--- config.mk ---
export PLATFORM = sky130hd
export DESIGN_NAME = unidade_controle_exp6
export DESIGN_NICKNAME = d
export VERILOG_FILES = /design/src/rtl/exp6_pkg.sv /design/src/rtl/unidade_controle_exp6.sv
export SDC_FILE = /design/constraint.sdc
export NUM_CORES = 1
export LEC_CHECK = 0
export ABC_AREA = 1
export CAP_MARGIN = 40
export CORE_AREA = 2 2 39 41
export CTS_CLUSTER_DIAMETER = 80
export DETAILED_ROUTE_END_ITERATION = 6
export DIE_AREA = 0 0 41 43
export PLACE_DENSITY = 0.63
export SYNTH_ARGS = -nofsm -noshare
export SYNTH_HDL_FRONTEND = slang
export SYNTH_SLANG_ARGS = --single-unit
--- constraint.sdc ---
create_clock -name clock -period 1.42 [get_ports clock]
set_clock_uncertainty 0.15 [all_clocks]
set_input_delay 0.284 -clock clock [delete_from_list [all_inputs] [get_ports clock]]
set_output_delay 0.284 -clock clock [all_outputs]
set_load 0.1 [all_outputs]
--- src/rtl/exp6_pkg.sv ---
// rtl/exp6_pkg.sv - state encoding shared by the exp6 control unit and its bench
package exp6_pkg;

    typedef enum logic [3:0] {
        INICIAL        = 4'h0,
        PREPARACAO     = 4'h1,
        INICIA_RODADA  = 4'h2,
        ESPERA_JOGADA  = 4'h3,
        REGISTRA       = 4'h4,
        COMPARACAO     = 4'h5,
        PROXIMA_JOGADA = 4'h6,
        PROXIMA_RODADA = 4'h7,
        FIM_ACERTOU    = 4'hA,
        FIM_TIMEOUT    = 4'hD,
        FIM_ERROU      = 4'hE
    } estado_t;

endpackage

--- src/rtl/unidade_controle_exp6.sv ---
// rtl/unidade_controle_exp6.sv - Moore control unit sequencing the memory-sequence game
module unidade_controle_exp6
    import exp6_pkg::*;
#(
    parameter logic TIMEOUT_ON = 1'b1
) (
    input  logic       clock,
    input  logic       reset,
    input  logic       iniciar,
    input  logic       jogada_feita,
    input  logic       igual,
    input  logic       enderecoIgualRodada,
    input  logic       fimRod,
    input  logic       fimE,
    input  logic       fimT,
    output logic       zeraE,
    output logic       contaE,
    output logic       zeraRod,
    output logic       contaRod,
    output logic       zeraT,
    output logic       contaT,
    output logic       zeraR,
    output logic       registraR,
    output logic       pronto,
    output logic       acertou,
    output logic       errou,
    output logic       timeout,
    output logic [3:0] db_estado
);

    estado_t estado;
    estado_t proximo;

    // fimE is exported by the datapath for debug only
    logic fim_e_unused;
    assign fim_e_unused = fimE;

    always_ff @(posedge clock) begin
        if (reset) begin
            estado <= INICIAL;
        end else begin
            estado <= proximo;
        end
    end

    always_comb begin
        proximo = INICIAL;
        case (estado)
            INICIAL:        proximo = iniciar ? PREPARACAO : INICIAL;
            PREPARACAO:     proximo = INICIA_RODADA;
            INICIA_RODADA:  proximo = ESPERA_JOGADA;
            ESPERA_JOGADA: begin
                // a play arriving together with the timeout still counts
                if (jogada_feita)
                    proximo = REGISTRA;
                else if (fimT && TIMEOUT_ON)
                    proximo = FIM_TIMEOUT;
                else
                    proximo = ESPERA_JOGADA;
            end
            REGISTRA:       proximo = COMPARACAO;
            COMPARACAO: begin
                if (!igual)
                    proximo = FIM_ERROU;
                else if (enderecoIgualRodada && fimRod)
                    proximo = FIM_ACERTOU;
                else if (enderecoIgualRodada)
                    proximo = PROXIMA_RODADA;
                else
                    proximo = PROXIMA_JOGADA;
            end
            PROXIMA_JOGADA: proximo = ESPERA_JOGADA;
            PROXIMA_RODADA: proximo = INICIA_RODADA;
            FIM_ACERTOU:    proximo = iniciar ? PREPARACAO : FIM_ACERTOU;
            FIM_TIMEOUT:    proximo = iniciar ? PREPARACAO : FIM_TIMEOUT;
            FIM_ERROU:      proximo = iniciar ? PREPARACAO : FIM_ERROU;
            default:        proximo = INICIAL;
        endcase
    end

    always_comb begin
        zeraE     = 1'b0;
        contaE    = 1'b0;
        zeraRod   = 1'b0;
        contaRod  = 1'b0;
        zeraT     = 1'b0;
        contaT    = 1'b0;
        zeraR     = 1'b0;
        registraR = 1'b0;
        pronto    = 1'b0;
        acertou   = 1'b0;
        errou     = 1'b0;
        timeout   = 1'b0;
        case (estado)
            PREPARACAO: begin
                zeraE   = 1'b1;
                zeraRod = 1'b1;
                zeraR   = 1'b1;
                zeraT   = 1'b1;
            end
            INICIA_RODADA: begin
                zeraE = 1'b1;
                zeraT = 1'b1;
            end
            ESPERA_JOGADA:  contaT    = TIMEOUT_ON;
            REGISTRA:       registraR = 1'b1;
            PROXIMA_JOGADA: begin
                contaE = 1'b1;
                zeraT  = 1'b1;
            end
            PROXIMA_RODADA: contaRod = 1'b1;
            FIM_ACERTOU: begin
                pronto  = 1'b1;
                acertou = 1'b1;
            end
            FIM_TIMEOUT: begin
                pronto  = 1'b1;
                timeout = 1'b1;
            end
            FIM_ERROU: begin
                pronto = 1'b1;
                errou  = 1'b1;
            end
            default: ;
        endcase
    end

    assign db_estado = estado;

endmodule

=== Yosys cells after proc, flatten, opt, wreduce, memory -nomap -nowiden ===
Cells that the tools add are included.
W data, S select, Z words.

* Equal/unequal tests: 10
* Multiplexer cells: 21
* Reductions and logical operators: 7

{| class="wikitable"
|+ Operators by type and width
! cell !! number
|-
| $pmux W4 S9 || 1
|-
| $mux W4 || 7
|-
| $eq A4 B3 Y1 const B || 4
|-
| $mux W1 || 13
|-
| $eq A4 B4 Y1 const B || 3
|-
| $eq A4 B2 Y1 const B || 2
|-
| $reduce_or A2 Y1 || 3
|-
| $reduce_or A3 Y1 || 2
|-
| $eq A4 B1 Y1 const B || 1
|-
| $logic_not A4 Y1 || 1
|-
| $logic_and A1 B1 Y1 || 1
|}

* Register bits: 4
* Input bits: 9
* Output and inout bits: 16
* Word-level logic and storage cells: 39

=== Depth between registers and ports, before layout ===
Gate-level depths: netlist of run 1.

* Depth after elaboration: 4
* Gate-level depth with buffers: 7
* Gate-level depth less buffers: 7

=== Worst setup path after synthesis of run 1 ===
No wires, ideal clock.

* Path kind: register to output
* From: register estado[1], in the netlist db_estado[1]
* To: output port zeraE
* Arrival time: 2.797 ns
* Required time: 0.986 ns
* Setup slack: -1.811 ns
* Stages on the path, launching flop included: 3
* Path buffers: 0
* Path through: dfxtp_1 nand2_1 a21oi_1

* Word-level cells in the longest chain between the ends: 3
* Elaborated cells between the ends (all ways): 4
* Those cells by class: 2 x eq/ne; 1 x mux; 1 x reduce/logical

{| class="wikitable"
|+ RTL lines
! element !! line !! source
|-
| start: declaration || unidade_controle_exp6.sv:31 || <nowiki>estado_t estado;</nowiki>
|-
| start signal: assignment || unidade_controle_exp6.sv:42 || <nowiki>estado <= proximo;</nowiki>
|-
| $eq A4 B1 Y1 / $eq A4 B2 Y1 (equally long branches) || unidade_controle_exp6.sv:94 || <nowiki>case (estado)</nowiki>
|-
| $reduce_or A2 Y1 (no line) * || - ||
|-
| $mux W1 * || unidade_controle_exp6.sv:94 ||
|-
| end: declaration || unidade_controle_exp6.sv:16 || <nowiki>output logic zeraE,</nowiki>
|}

Mark *: on every way between the ends. The rest lies on a longest branch, timed or not.

=== Worst setup path in the final report of run 1 ===
* From: register estado[1], in the netlist db_estado[1]
* To: output port zeraRod

* Word-level cells in the longest chain between the ends: 2

{| class="wikitable"
|+ RTL lines
! element !! line !! source
|-
| $eq A4 B1 Y1 || unidade_controle_exp6.sv:94 ||
|-
| $mux W1 || unidade_controle_exp6.sv:94 ||
|-
| end: declaration || unidade_controle_exp6.sv:18 || <nowiki>output logic zeraRod,</nowiki>
|}

Every way passes these cells.

==> summary.md, run 1 <==
| Metric | Value |
|---|---|
| CP max stage cell | `dfxtp_4` |
| Failing checks | `negative setup slack` |
| Crit path launch type | `flop` |
| Yosys warns | `0` |
| Unrepaired setup endpoints after global routing | `yes` |
| Crit-path max FO | `6` |
| Io pins | `25` |
| Detailed-route vias per instance | `around 4.8` |
| Core area | `around 0.0014 mm^2` |
| Status | `complete, but fails checks` |
| Setup violators final | `13` |
| Final Critical Period | `between 1.5 and 2 ns` |
| Drt first pass iters | `4` |
| Crit end category | `output port` |
| Worst setup margin | `-0.240 ns` |
| Slowest stage delay, CP | `about 0.37 ns` |
| WS Path Type | `flop to output port` |
| Critical-path cell list | `buf_6 -> nor2_4 -> nand2_4 -> clkinvlp_4 -> buf_12` |
| Fin crit share | `1.17` |
| Flops & latches, synth | `4` |
| Layout cells sized above 1 | `0.633` |
| Placer congestion estimate | `0.848` |
| Vias in the first global route | `around 660` |
| Max VDD drop | `approximately 0.91 mV` |
| Final Hold Vio Count | `0` |
| Initial antenna violation count | `0` |
| Total Routing Usage GR | `0.222` |
| DRT antenna net count | `0` |
| TritonCTS clock tree | `done` |
| WHS Endpoint | `db_estado[3]` |
| N_diodes | `0` |
| Primary FF master, synth | `dfxtp_1` |
| Worst R2R Start | `db_estado[2]` |
| Die width | `slightly above 40 um` |
| Distinct cells, synth | `16` |
| Synth Cell Area | `between 300 and 400 um^2` |
| Gate Count Post-Synth | `between 70 and 80` |
| Post-synth top area cell | `nand2_1` |
| Worst hold start | `reset` |
| Cell Rows | `14` |
| Final WL | `1.72 mm` |
| GR Overflow Total | `0` |
| Iteration-0 DRC Markers | `13` |
| Max reg flops | `4` |
| Synth cell count leaders | `23 x nand2_1, 14 x nor2_1, 11 x inv_1` |
| Die area | `0.00176 mm^2` |
| Global route hottest layer | `met2` |
| Filler cells | `80` |
| Fin util | `0.835` |
| # DRC | `0` |
| Clk_lat worst skew | `~0.24 ns` |
| TNS Setup | `-2.45 ns` |
| DIE HEIGHT | `between 40 and 50 um` |
| Req. time, crit path | `slightly below 1 ns` |
| Met3 GRT Util | `0.0366` |
| Post-synthesis sequential area ratio | `0.203` |
| Least-Margin Pin Slew | `roughly 0.20 ns` |
| Pre-CTS setup slack | `-0.104 ns` |
| Most frequent cell after synthesis | `nand2_1` |
| Critical path buffers and inverters | `3` |
| Minimum hold slack | `~0.51 ns` |
| Wire length per cell | `roughly 13 um` |
| Layout area overhead | `193%` |
| Max Freq | `602 MHz` |
| Layout net count | `roughly 130` |
| Via count | `~660` |
| Critical Path AT | `between 1 and 1.5 ns` |
| Max-slew violations | `0` |
| R2R cell count | `8` |
| Post-synth EDFFs | `0` |
| Cell Area, Placed | `967 um^2` |
| Worst hold-check path type | `input pin to flop` |
| Largest net degree at the start of global routing | `8` |
| Max-Cap Viols | `0` |
| Clock input transition at the sequential cells of the worst setup and hold paths | `roughly 0.040 ns` |
| Met2 Use GR | `0.372` |
| Design Area, Final | `approximately 0.0012 mm^2` |
| CTS Buf Count | `3` |
| Reg2Reg Setup Slack | `about 0.030 ns` |
| CTS sink cnt | `4` |
| Max_slew headroom | `0.864` |
| Clock tree buffer depth | `2` |
| Met1 Resource Use GR | `0.248` |
| Family with the most delay on the worst path | `buffers and inverters` |
| P_leak | `0.512 nW` |
| Syn Area/Cell | `around 5.3 um^2` |
| Synth top area share | `0.219` |
| Async set-reset flop share out of synthesis | `0` |
| Synthesized net count | `84` |
| R2r endpoint | `db_estado[3]` |
| P per Cell Area | `about 1100 mW/mm^2` |
| Post-DP HPWL | `between 1 and 1.5 mm` |
| First-pass GRT wire length | `2.70 mm` |
| Root Driver | `clkbuf_4` |
| H-tree levels | `1` |
| Port bufs | `23` |
| Hold Path Cell Cnt | `2` |
| # hold bufs at CTS | `0` |
| Effective utilization at floorplan | `0.285` |
| Top cells by area, synth | `nand2_1 22%, dfxtp_1 20%, nor2_1 13%` |
## worst reg2reg max path, stage by stage, from the launching register on
cell and delay (ns):
dfxtp_4 0.37, nor2_4 0.21, inv_4 0.08, nor2_4 0.14, buf_6 0.12, nand3_2 0.05
nand2_1 0.06, nor2_1 0.05, nor2_1 0.09
## cells by family after synthesis
logic type	Yosys count	share of synthesized area
AND/OR/NAND/NOR	50	0.559
buffers and inverters	14	0.143
AO/OA/AOI/OAI	7	0.0952
flip-flops	4	0.203
## report_power, final
group          internal (W)  leakage (nW)  switching [W]  total, W
Clock             0.0000946        0.0138      0.0000472  0.000142
Combinational      0.000378         0.463       0.000596  0.000974
Sequential         0.000130        0.0356      0.0000380  0.000168
## timing repair
item                                    4_1_cts  5_1_grt
pin swaps                                     4        6
buffers inserted                              7        3
endpoints found under the setup margin       12       16
resized for setup                            16       12
## through the flow
step                      total power (W)  std cells
after floorplan                  0.000711         75
after global placement            0.00102        124
after detailed placement          0.00103        124
after CTS                         0.00124        134
after global routing              0.00133        136
final                             0.00128        136
## metal layers
layer / part of all wire / wire (um)
met4: 0.020 / 34
met2: 0.57 / 972
met3: 0.035 / 60
met1: 0.38 / 650
met5: 0 / 0
## cells in the final DEF (no fill, tap or decap), drive strengths merged
| cell type | netlist | routed |
|---|---|---|
| buf | 1 | 36 |
| nand2 | 25 | 25 |
| nor2 | 19 | 19 |
| inv | 13 | 10 |
| clkdlybuf4s50 | 0 | 7 |
| dfxtp | 4 | 4 |
| nand3 | 4 | 4 |
| o21ai | 4 | 4 |
| clkinvlp | 0 | 3 |
| clkbuf | 0 | 3 |
| a21oi | 2 | 2 |
| o211ai | 1 | 1 |
| nor4 | 1 | 1 |
| nand4 | 1 | 1 |
## final cells by class
| class | instances | area, um^2 | share of cell area |
|---|---|---|---|
| clock buffer | 3 | 22.5 | 0.0195 |
| inverter | 13 | 67.6 | 0.0584 |
| multi-input combinational | 57 | 388 | 0.335 |
| sequential | 4 | 95.1 | 0.0823 |
| tap | 16 | 20.0 | 0.0173 |
| timing repair buffer | 43 | 563 | 0.487 |
## worst max path at each step
| stage | from | endpoint | slack (ns) | cells past startpoint |
|---|---|---|---|---|
| global placement | iniciar | db_estado[1] | -0.08 | 6 |
| finish | db_estado[1] | zeraRod | -0.24 | 5 |
| detailed placement | iniciar | db_estado[1] | -0.10 | 6 |
| global route | db_estado[1] | zeraRod | -0.28 | 5 |
| floorplan | db_estado[3] | zeraRod | -0.54 | 4 |
| CTS | db_estado[1] | zeraRod | -0.23 | 5 |
No activity file was read; power rests on OpenSTA's default activity.
==> run 2: changes to the inputs <==
Settings changed: CORE_AREA 2 2 39 41 to 3 3 40 42, DIE_AREA 0 0 41 43 to 0 0 43 45.
==> summary.md, run 2 (synthesis results as in run 1) <==
| Metric | Value |
|---|---|
| Status | `complete, but fails checks` |
| Failing checks | `negative setup slack` |
| CTS Buf Count | `3 (unchanged)` |
| # hold bufs at CTS | `0 (unchanged)` |
| Seq pwr share | `0.131 (about the same)` |
| Critical path buffers and inverters | `2 (-1)` |
| Fin util | `0.881 (+0.0458)` |
| Sw frac | `0.537 (+0.00612)` |
| Design Area, Final | `0.00113 mm^2 (-2.1%)` |
| DIE HEIGHT | `45 um (+4.7%)` |
| Max layer used | `met3` |
| Placer congestion estimate | `0.851 (+0.32%)` |
| Iteration-0 DRC Markers | `11 (-2)` |
| P_leak | `0.540 nW (+5.5%)` |
| CP max stage cell | `dfxtp_4` |
| First-pass GRT wire length | `2.24 mm (-17%)` |
| Req. time, crit path | `0.99 ns (about the same)` |
| Family with the most delay on the worst path | `flip-flops` |
| Detailed-route vias per instance | `4.89 (+1.2%)` |
| Critical Path AT | `1.24 ns (about the same)` |
| Drt first pass iters | `4 (unchanged)` |
| Clock tree buffer depth | `2 (unchanged)` |
| Core area | `0.00128 mm^2 (-7.1%)` |
| Final Critical Period | `1.68 ns (+0.0179 ns)` |
| H-tree levels | `1 (unchanged)` |
| # DRC | `0 (unchanged)` |
| CTS sink cnt | `4 (unchanged)` |
| Die area | `0.00194 mm^2 (+9.8%)` |
| Max reg flops | `4 (unchanged)` |
| Slowest stage delay, CP | `0.38 ns (about the same)` |
| Met2 routed WL | `1.00 mm (+3.3%)` |
| Max-Cap Viols | `0 (unchanged)` |
| Most common cell after layout, fill and taps aside | `buf_12` |
| Fin crit share | `1.18 (+0.0126)` |
| Final WL | `1.72 mm (about the same)` |
| WL met3 | `76 um (+27%)` |
| Multi-input logic area | `374 um^2 (-3.5%)` |
| Post-DP HPWL | `1.16 mm (+4.7%)` |
| Total Routing Usage GR | `0.151 (-0.0705)` |
| N_diodes | `0 (unchanged)` |
| GR Overflow Total | `0 (unchanged)` |
| Root Driver | `clkbuf_4` |
| Most frequent cells in the layout | `17 x buf_12, 14 x nand2_1, 12 x buf_4` |
| Worst hold-check path type | `input pin to flop` |
| Least-Margin Pin Slew | `0.319 ns (+0.117 ns)` |
| Crit end category | `output port` |
| Via count | `650 (-1.1%)` |
| TNS Setup | `-2.49 ns (-0.0352 ns)` |
| P per Cell Area | `1100 mW/mm^2 (-1.3%)` |
| Crit-path max FO | `5 (-1)` |
| Comb power frac | `0.756 (-0.003)` |
| Cell Area, Placed | `966 um^2 (-0.13%)` |
| Effective utilization at floorplan | `0.307 (+0.0219)` |
| Critical-path cell list | `nor2_4 -> inv_2 -> a21oi_4 -> buf_12` |
| DRT antenna net count | `0 (unchanged)` |
| # placed instances | `123 (-0.81%)` |
| Layout net count | `129 (-1.5%)` |
| Vias in the first global route | `554 (-16%)` |
| Max-slew violations | `0 (unchanged)` |
| Wire length per cell | `12.9 um (+2.3%)` |
| Worst setup margin | `-0.258 ns (-0.0179 ns)` |
| Filler cells | `64 (-20%)` |
| Die width | `43 um (+4.9%)` |
| Io pins | `25 (unchanged)` |
| Non-filler cells, final | `133 (-2.2%)` |
| Port bufs | `23 (unchanged)` |
| Setup violators final | `14 (+1)` |
| Metal1 wirelength | `637 um (-2.0%)` |
| Crit path launch type | `flop` |
| Largest net degree at the start of global routing | `7 (-1)` |
| Layout area overhead | `187%` |
| Internal Pwr Total | `0.000574 W (-4.6%)` |
| TritonCTS clock tree | `done` |
| Part of the power in the clock network | `0.113 (+0.002)` |
| Cell Rows | `13 (-1)` |
| Final Hold Vio Count | `0 (unchanged)` |
| Unrepaired setup endpoints after global routing | `yes` |
| Layout cells sized above 1 | `0.602 (-0.0316)` |
| WS Path Type | `flop to output port` |
| Max_slew headroom | `0.786 (-0.0788)` |
| Switching pwr | `0.000666 W (-2.2%)` |
| Max Freq | `596 MHz (-1.1%)` |
| Sequential cell area | `95.1 um^2 (unchanged)` |
| Clock input transition at the sequential cells of the worst setup and hold paths | `0.04 ns (about the same)` |
| Clk_lat worst skew | `0.24 ns (about the same)` |
| Initial antenna violation count | `0 (unchanged)` |
| Max VDD drop | `0.913 mV (about the same)` |
## run 2: cell count changes in the layout (fill, tap and decap cells not counted), sizes merged
cell / previous run / this run
buf: 36 / 34
## run 2: final cells by class
| type | count | area share |
|---|---|---|
| clock buffers | 3 | 0.0199 |
| inverters | 13 | 0.0575 |
| multi-input cells | 57 | 0.330 |
| flip-flops and latches | 4 | 0.0840 |
| well taps | 15 | 0.0166 |
| repair buffers | 41 | 0.492 |
## run 2: worst paths after layout
kind / start / endpoint / slack (ns) / depth (start not counted)
setup reg to reg: db_estado[1] / db_estado[0] / -0.03 / 7
setup / recovery: db_estado[2] / zeraE / -0.26 / 4
hold reg to reg: db_estado[0] / db_estado[1] / 0.56 / 4
hold / removal: reset / db_estado[1] / 0.50 / 2
## run 2: worst register-to-register path, cell delays in order (launching register included)
cell     delay (ns)
dfxtp_4        0.36
nor2_1         0.21
nand2_2        0.11
buf_4          0.15
buf_4          0.13
nand3_1        0.09
nor2_1         0.05
a21oi_1        0.11
## run 2: power groups by stage
stage,Clock [W],Sequential [W],Combinational (W)
2_1_floorplan,0,0.000259,0.000452
3_5_place_dp,0,0.000157,0.000856
4_1_cts,0.000141,0.000162,0.000895
3_3_place_gp,0,0.000155,0.000851
6_report,0.000140,0.000162,0.000938
5_1_grt,0.000156,0.000165,0.000974
## run 2: per-layer routing
metal,vias up,track usage
li1,319,-
met1,304,0.161
met2,27,0.299
met3,0,0.0359
met4,0,0.0361
met5,-,0
## run 2: stage by stage
step | setup slack (ns) | total power, W | hold WS, ns
floorplan | -0.539 | 0.000711 | 0.193
global placement | -0.0634 | 0.00101 | 0.524
global route | -0.301 | 0.00129 | 0.519
detailed placement | -0.0723 | 0.00101 | 0.525
finish | -0.258 | 0.00124 | 0.499
CTS | -0.229 | 0.00120 | 0.502
## run 2: repair_timing
| item | in CTS | in global routing |
|---|---|---|
| gates resized for setup | 16 | 8 |
| endpoints found under the setup margin | 12 | 14 |
| pin swaps | 4 | 4 |
| setup buffers | 3 | 4 |
==> run 3: changes to the inputs <==
Settings changed: GPL_TIMING_DRIVEN set to 0.
==> summary.md, run 3 <==
| Metric | Value |
|---|---|
| Syn Area/Cell | `5.26 um^2 (unchanged)` |
| Clock tree buffer depth | `2 (unchanged)` |
| Io pins | `25 (unchanged)` |
| DIE HEIGHT | `45 um (unchanged)` |
| Async set-reset flop share out of synthesis | `0 (unchanged)` |
| Worst EP Category | `top-level output` |
| Effective utilization at floorplan | `0.307 (unchanged)` |
| Status | `aborted with a tool error` |
| Primary FF master, synth | `dfxtp_1` |
| # hold bufs at CTS | `0 (unchanged)` |
| Post-DP HPWL | `1.30 mm (+12%)` |
| Synth cell count leaders | `23 x nand2_1, 14 x nor2_1, 11 x inv_1` |
| Most frequent cell after synthesis | `nand2_1` |
| H-tree levels | `1 (unchanged)` |
| Last worst endpoint in the global-route repair_timing | `acertou` |
| Cell Rows | `13 (unchanged)` |
| Die width | `43 um (unchanged)` |
| CTS Buf Count | `3 (unchanged)` |
| Root Driver | `clkbuf_4` |
| Yosys warns | `0 (unchanged)` |
| Top cells by area, synth | `nand2_1 22%, dfxtp_1 20%, nor2_1 13%` |
| Flops & latches, synth | `4 (unchanged)` |
| Stopped at | `global routing (5_1_grt)` |
| Placer congestion estimate | `0.795 (-6.6%)` |
| CTS sink cnt | `4 (unchanged)` |
| Cell Area, Placed | `983 um^2 (+1.8%)` |
| Post-synth EDFFs | `0 (unchanged)` |
| Post-synthesis sequential area ratio | `0.203 (unchanged)` |
| Largest net degree at the start of global routing | `8` |
| Distinct cells, synth | `16 (unchanged)` |
| Port bufs | `23 (unchanged)` |
| Log Error | `[ERROR DPL-0038] Utilization greater than 100%, impossible to legalize` |
| Post-synth top area cell | `nand2_1` |
| Synth Cell Area | `394 um^2 (unchanged)` |
| Gate Count Post-Synth | `75 (unchanged)` |
| Synth top area share | `0.219 (unchanged)` |
| Synthesized net count | `84 (unchanged)` |
| # placed instances | `129 (+4.9%)` |
==> run 3: cell counts after synthesis <==
No cell type changed its count.
==> run 3: logic make-up after synthesis <==
kind of cell / Yosys count / share of synthesized area
AND/OR/NAND/NOR: 50 / 0.559
flip-flops: 4 / 0.203
AO/OA/AOI/OAI: 7 / 0.0952
buffers and inverters: 14 / 0.143
==> run 3: timing repair <==
item / CTS
setup buffers: 12
resized for setup: 58
pin swaps: 12
endpoints found under the setup margin: 16
==> run 3: through the flow <==
step                      TNS, ns  worst slack (ns)
after floorplan             -5.06            -0.539
after global placement     -13.43             -1.00
after detailed placement    -7.07            -0.601
after CTS                   -2.78            -0.284
==> run 4: changes to the inputs <==
Settings changed: CORE_AREA 3 3 40 42 to 3 3 64 66, CTS_CLUSTER_DIAMETER 80 to unset, DIE_AREA 0 0 43 45 to 0 0 67 69, PLACE_DENSITY 0.63 to unset, PLACE_DENSITY_LB_ADDON set to 0.15.
==> summary.md, run 4 (synthesis results as in run 1) <==
| Metric | Value |
|---|---|
| Metal1 wirelength | `roughly 670 um` |
| Max-slew violations | `0` |
| Worst R2R Start | `db_estado[2]` |
| N_diodes | `0` |
| Detailed-route vias per instance | `between 3 and 4` |
| Comb power frac | `0.741` |
| Core area | `0.00363 mm^2` |
| Internal Pwr Total | `about 0.00077 W` |
| Seq pwr share | `0.104` |
| Reg2Reg Setup Slack | `0 ns` |
| WS Path Type | `flop to output port` |
| Crit path launch type | `flop` |
| Clock tree buffer depth | `2 (unchanged)` |
| Cell Rows | `22 (+9)` |
| Root Driver | `clkbuf_8` |
| Max layer used | `met4` |
| Slowest stage delay, CP | `about 0.37 ns` |
| P_leak | `roughly 0.6 nW` |
| Max reg flops | `4` |
| Max Freq | `around 590 MHz` |
| Max_slew headroom | `0.862` |
| Clock input transition at the sequential cells of the worst setup and hold paths | `about 0.03 ns` |
| Worst hold start | `reset` |
| Total Routing Usage GR | `0.0868` |
| Worst setup margin | `-0.279 ns` |
| WHS Endpoint | `db_estado[1]` |
| Switching pwr | `between 0.0007 and 0.0008 W` |
| Post-DP HPWL | `1.31 mm (+0.71%)` |
| WL met3 | `between 60 and 70 um` |
| Worst hold-check path type | `input pin to flop` |
| Wire length per cell | `10.8 um` |
| First-pass GRT wire length | `between 3 and 4 mm` |
| Die area | `between 0.004 and 0.005 mm^2` |
| Final Critical Period | `between 1.5 and 2 ns` |
| Filler cells | `between 300 and 400` |
| R2R cell count | `9` |
| Crit path top cell by count | `nor2_4` |
| Hold Path Cell Cnt | `2` |
| P per Cell Area | `1070 mW/mm^2` |
| Pre-CTS setup slack | `-0.584 ns (+0.0173 ns)` |
| Crit-path max FO | `4` |
| Sw frac | `0.489` |
| TritonCTS clock tree | `done` |
| CTS sink cnt | `4 (unchanged)` |
| Via count | `around 660` |
| DIE HEIGHT | `69 um (+53%)` |
| Layout net count | `between 100 and 150` |
| Req. time, crit path | `0.99 ns` |
| CTS Buf Count | `3 (unchanged)` |
| Port bufs | `23 (unchanged)` |
| Placer congestion estimate | `0.784 (-1.3%)` |
| Final Hold Vio Count | `0` |
| Clk_lat worst skew | `0.21 ns` |
| Largest net degree at the start of global routing | `7` |
| Io pins | `25 (unchanged)` |
| Critical-path cell list | `buf_6 -> inv_4 -> nor2_4 -> nand2_4 -> nor2_4 -> buf_12` |
| Unrepaired setup endpoints after global routing | `yes` |
| Layout area overhead | `254%` |
| H-tree levels | `1 (unchanged)` |
| GR Overflow Total | `0` |
| DRT antenna net count | `0` |
| Most frequent cells in the layout | `16 x buf_4, 16 x buf_12, 14 x buf_6` |
| Drt first pass iters | `2` |
| Effective utilization at floorplan | `0.108 (-0.198)` |
| Die width | `67 um (+56%)` |
| # placed instances | `162 (+26%)` |
| Fin util | `0.384` |
| Status | `complete, but fails checks` |
| Setup violators final | `14` |
| Met2 routed WL | `around 1.2 mm` |
| Least-Margin Pin Slew | `between 0.2 and 0.25 ns` |
| Initial antenna violation count | `0` |
| Iteration-0 DRC Markers | `15` |
| Final WL | `1.94 mm` |
| Fin crit share | `1.20` |
| Critical Path AT | `around 1.3 ns` |
| R2r endpoint | `db_estado[2]` |
| # DRC | `0` |
| Vias in the first global route | `roughly 700` |
| Crit end category | `output port` |
| Layout cells sized above 1 | `0.702` |
| TNS Setup | `-2.46 ns` |
| Max VDD drop | `between 0.2 and 0.25 mV` |
| CP max stage cell | `dfxtp_4` |
| Part of the power in the clock network | `0.154` |
| Non-filler cells, final | `about 180` |
| Max-Cap Viols | `0` |
| Failing checks | `negative setup slack` |
## run 4: metal layers
| layer | up-vias | track usage |
|---|---|---|
| li1 | 341 | - |
| met1 | 301 | 0.0862 |
| met2 | 13 | 0.160 |
| met3 | 2 | 0.0212 |
| met4 | 0 | 0.0428 |
| met5 | - | 0 |
## run 4: critical path: cells and delay by family, from the launching register on
family	cells	cell delay, ns
flip-flops	1	0.37
AND/OR/NAND/NOR	3	0.34
buffers and inverters	3	0.34
## run 4: final cells by class
cell class / count / area (um^2) / area share
clock buffer: 3 / 41.3 / 0.0296
inverter: 13 / 77.6 / 0.0556
sequential: 4 / 95.1 / 0.0682
tap: 48 / 60.1 / 0.0430
multi-input combinational: 57 / 448 / 0.321
timing repair buffer: 54 / 673 / 0.483
## run 4: how the worst max path moves through the flow
stage	startpoint	end	slack, ns	cells after the start
after CTS	db_estado[1]	zeraT	-0.28	6
after floorplan	db_estado[3]	zeraRod	-0.54	4
final	db_estado[1]	acertou	-0.28	6
after global placement	db_estado[1]	acertou	-1.01	5
after global routing	db_estado[1]	acertou	-0.34	6
after detailed placement	db_estado[1]	acertou	-0.58	6
## run 4: power groups by stage
stage	registers (W)	logic, W	clock network, W
floorplan	0.000259	0.000452	0
global placement	0.000173	0.000693	0
detailed placement	0.000172	0.000852	0
CTS	0.000156	0.00105	0.000238
global route	0.000160	0.00116	0.000250
finish	0.000156	0.00111	0.000231
## run 4: through the flow
step	power [W]	instance area [um^2]	hold WS [ns]
5_1_grt	0.00157	1400	0.591
6_report	0.00150	1400	0.550
2_1_floorplan	0.000711	494	0.193
3_3_place_gp	0.000866	785	0.550
4_1_cts	0.00144	1300	0.554
3_5_place_dp	0.00102	1020	0.551
## run 4: timing repair
action / in CTS / in global routing
endpoints found under the setup margin: 16 / 19
hold endpoints to repair: 0 / 0
setup buffers: 24 / 3
gates resized for setup: 70 / 19
pin swaps: 13 / 15
hold buffers: 0 / 0
